--- config.mk ---
export PLATFORM = sky130hd
export DESIGN_NAME = piso_serializer
export DESIGN_NICKNAME = d
export VERILOG_FILES = /design/src/rtl/piso_serializer.sv
export SDC_FILE = /design/constraint.sdc
export NUM_CORES = 1
export LEC_CHECK = 0
export ABC_AREA = 0
export CORE_MARGIN = 2
export CORE_UTILIZATION = 45
export CTS_BUF_LIST = sky130_fd_sc_hd__clkbuf_2
export CTS_CLUSTER_SIZE = 30
export DETAILED_ROUTE_END_ITERATION = 16
export PLACE_DENSITY = 0.8
export SLEW_MARGIN = 10
export SYNTH_ARGS = -nofsm -noshare
export SYNTH_HDL_FRONTEND = slang
export SYNTH_SLANG_ARGS = --single-unit
--- constraint.sdc ---
create_clock -name clk -period 1.6 [get_ports clk]
set_input_delay 0.4 -clock clk [delete_from_list [all_inputs] [get_ports clk]]
set_output_delay 0.4 -clock clk [all_outputs]
set_load 0.02 [all_outputs]
--- src/rtl/piso_serializer.sv ---
// piso_serializer: parallel-in serial-out transmitter with valid/ready load and one-word holding buffer
module piso_serializer #(
    parameter int WIDTH     = 4,
    parameter bit MSB_FIRST = 1'b0
) (
    input  logic             clk,
    input  logic             rst,
    input  logic [WIDTH-1:0] din,
    input  logic             load_valid,
    output logic             load_ready,
    output logic             so,
    output logic             so_valid,
    output logic             so_last,
    output logic             busy
);
    localparam int CW = (WIDTH > 1) ? $clog2(WIDTH) : 1;
    typedef enum logic {IDLE, SHIFT} state_t;
    state_t           state;
    logic [WIDTH-1:0] sh;
    logic [WIDTH-1:0] hold;
    logic             hold_full;
    logic [CW-1:0]    cnt;
    logic             accept;
    logic             last_bit;
    logic             ld;
    logic [WIDTH-1:0] ld_word;
    function automatic logic first_bit(input logic [WIDTH-1:0] w);
        return MSB_FIRST ? w[WIDTH-1] : w[0];
    endfunction
    function automatic logic [WIDTH-1:0] adv(input logic [WIDTH-1:0] w);
        return MSB_FIRST ? (w << 1) : (w >> 1);
    endfunction
    assign load_ready = ~hold_full;
    assign busy       = so_valid | hold_full;
    assign accept     = load_valid & ~hold_full;
    assign last_bit   = cnt == CW'(WIDTH - 1);
    // a queued word takes priority over din on the last-bit edge, which gives back-to-back streaming
    assign ld_word    = hold_full ? hold : din;
    assign ld         = (state == IDLE) ? accept : (last_bit & (hold_full | load_valid));
    always_ff @(posedge clk or posedge rst) begin
        if (rst) begin
            state     <= IDLE;
            sh        <= '0;
            hold      <= '0;
            hold_full <= 1'b0;
            cnt       <= '0;
            so        <= 1'b0;
            so_valid  <= 1'b0;
            so_last   <= 1'b0;
        end else begin
            if (ld) begin
                sh       <= adv(ld_word);
                so       <= first_bit(ld_word);
                so_valid <= 1'b1;
                so_last  <= 1'b0;
                cnt      <= '0;
                state    <= SHIFT;
            end else if (state == SHIFT && !last_bit) begin
                sh      <= adv(sh);
                so      <= first_bit(sh);
                so_last <= cnt == CW'(WIDTH - 2);
                cnt     <= cnt + CW'(1);
            end else begin
                so       <= 1'b0;
                so_valid <= 1'b0;
                so_last  <= 1'b0;
                state    <= IDLE;
            end
            if (state == SHIFT && last_bit && hold_full) begin
                hold_full <= 1'b0;
            end else if (state == SHIFT && !last_bit && accept) begin
                hold      <= din;
                hold_full <= 1'b1;
            end
        end
    end
endmodule

==> impl_metrics.csv <==
group,metric,value,unit
logic_synthesis,synth.distinct_cells,25,
logic_synthesis,synthCells,57,
logic_synthesis,syn_area,656,sq um
critical_path,required,1200,ps
timing,tightest_slew,494,ps
timing,slew_headroom,67.0,%
cts,clockBufferDepth,2,
global_route,grt_max_degree,14,
critical_path,worst_setup_path_start_kind,"register",
die,start_util,49.2,%
routing,viasPerCell,5.38,
final_layout,final_util,63.0,%
timing,finalCritPeriodShare,95.1,%
routing,routed_wl,1.38,mm
power_and_ir_drop,ir_drop,0.00110,V
status,status,"completed",
routing,wire_per_inst,14.9,microns
logic_synthesis,synth_area_per_cell,11.5,sq um
power_and_ir_drop,p_leak,0.000416,uW
cts,cts_hold_buf,0,
timing,max_freq,657,MHz
final_layout,nNetsFinal,88,
cts,clkSinkCount,13,
timing,setup_viol,0,
routing,drt_iter0_markers,11,
final_layout,drive_above_1_share,25.6,%
die,die_w,42.2,microns
timing,finalMaxSlewViolations,0,
global_route,grt_pass1_vias,530,
die,die_area,0.00178,sq mm
logic_synthesis,ys_seq_elements,13,
min_path,hold_class,"in -> async",
timing,rsz0062_at_grt,"false",
placed_design,gp_congestion,0.841,
routing,vias,500,
die,rows,13,
critical_path,critPathArrivalTime,1120,ps
logic_synthesis,synth_seq_area_share,49.6,%
timing,timing.final.crit_period,1520,ps
cts,clk_latency,280,ps
logic_synthesis,syn_nets,66,
power_and_ir_drop,powerDensity,1920,mW/mm^2
final_layout,final.fill_count,118,
final_layout,area_growth,28.2,%
die,coreArea,0.00133,sq mm
critical_path,endpoint_kind,"output port",
routing,first_pass_iters,4,
placed_design,port_buffers,11,
cts,ctsHtreeMaxLevel,1,
final_layout,final_cell_area,841,sq um
timing,hold_violations,0,
timing,fin_setup_tns,0,ps
global_route,globalRoute.totalOverflow,0,
timing,whs,424,ps
cts,cts.clk_slew.worst_paths,120,ps
global_route,grt_pass1_wl,2.37,mm
critical_path,critPathKind,"reg -> out",
placed_design,place_area,826,sq um
die,ioPinCount,12,
critical_path,cp_max_fo,5,
final_layout,layout_commonest_cell,"dfrtp_1",
global_route,grtUsageTotal,17.8,%
global_route,antenna_found_initial,0,
timing,fin_worst_skew,6.81,ps
logic_synthesis,yosys_warnings,0,
cts,cts_buffers,3,
power_and_ir_drop,power,1610,uW
cts,tritoncts,"built",
die,die_h,42.2,microns
final_layout,final_cell_mix,"dfrtp_1 (13), inv_1 (7), buf_4 (7)",
run,maxCapViolations,0,
cts,root_buffer,"clkbuf_2",
routing,drc,0,
placed_design,dp_hpwl,1.04,mm
final_layout,antenna_cells,0,
routing,postRouteAntennaNets,0,
-- layer usage --
layer	routed length [microns]	up-vias	track usage [%]	part of all wire, %
met5	0	-	0	0
met4	19	0	6.88	1.4
met3	77	3	6.47	5.6
met2	628	14	27.1	45
met1	657	241	23.1	48
li1	-	242	-	-
-- layout make-up --
| type | count | area [sq um] | share of cell area, % |
|---|---|---|---|
| clock buffers | 4 | 20.0 | 2.38 |
| inverters | 8 | 30.0 | 3.57 |
| multi-input cells | 35 | 289 | 34.4 |
| flip-flops and latches | 13 | 325 | 38.7 |
| well taps | 15 | 18.8 | 2.23 |
| repair buffers | 18 | 158 | 18.7 |
-- Yosys cell counts --
master,number,area [sq um]
nor2_1,1,3.75
a31oi_1,1,6.26
nor2_8,1,20.0
inv_1,8,30.0
ha_1,2,25.0
a21boi_0,1,7.51
and2b_2,1,8.76
o221ai_1,2,17.5
mux2i_1,1,10.0
nor2b_1,1,6.26
a21oi_1,4,20.0
o21a_1,1,7.51
mux2_4,4,60.1
o22ai_1,3,18.8
nand2_1,3,11.3
nand3_1,1,5.00
dfrtp_1,13,325
nand2b_4,1,13.8
nand2b_1,1,6.26
o21ai_0,1,5.00
buf_6,1,11.3
o21ai_1,1,5.00
o2bb2ai_1,1,8.76
o211ai_1,2,15.0
and3_2,1,7.51
-- through the flow --
step | worst slack, ps | cells
final | 79.0 | 93
after global routing | 0.174 | 93
after detailed placement | 18.7 | 89
after global placement | 38.1 | 89
after CTS | 32.7 | 93
after floorplan | 90.5 | 57
-- what timing repair did --
action,CTS,global route
setup endpoints to repair,5,1
endpoints found under the hold margin,0,0
buffers inserted,0,0
resized for setup,6,1
-- state kept, by name (all words and copies together) (netlist names) --
name and cells:
sh 3, hold 4, so_last 1, hold_full 1, cnt 2, so 1
state 1
-- kinds of logic after synthesis --
| logic type | count (synthesis) | synth area share (%) |
|---|---|---|
| AOI/OAI and AO/OA | 17 | 17.0 |
| DFF | 13 | 49.6 |
| buffers and inverters | 9 | 6.30 |
| and+or+nand+nor | 11 | 12.6 |
| adders and majority gates | 2 | 3.82 |
| muxes | 5 | 10.7 |
-- power breakdown --
part	switching, uW	internal [uW]
Sequential	91.5	481
Combinational	439	429
Clock	106	66.3
Total	636	976
-- critical path, stage by stage, from the launching register on --
cell and delay, ps:
dfrtp_1 410, inv_2 100, nand2_1 60, clkdlybuf4s15_1 280
-- final timing paths --
| path | start | endpoint | slack (ps) | depth (start not counted) |
|---|---|---|---|---|
| max | hold_full$_DFFE_PP0P_ | busy | 80 | 3 |
| min | rst | sh[2]$_DFFE_PP0P_ | 420 | 2 |
| max reg2reg | cnt[0]$_DFFE_PP0P_ | hold[0]$_DFFE_PP0P_ | 120 | 4 |
| min reg2reg | cnt[0]$_DFFE_PP0P_ | cnt[0]$_DFFE_PP0P_ | 520 | 1 |
| max in group asynchronous | rst | cnt[0]$_DFFE_PP0P_ | 840 | 2 |
| min in group clk | cnt[0]$_DFFE_PP0P_ | cnt[0]$_DFFE_PP0P_ | 520 | 1 |
Note: power is estimated with default switching activity, not from simulation.
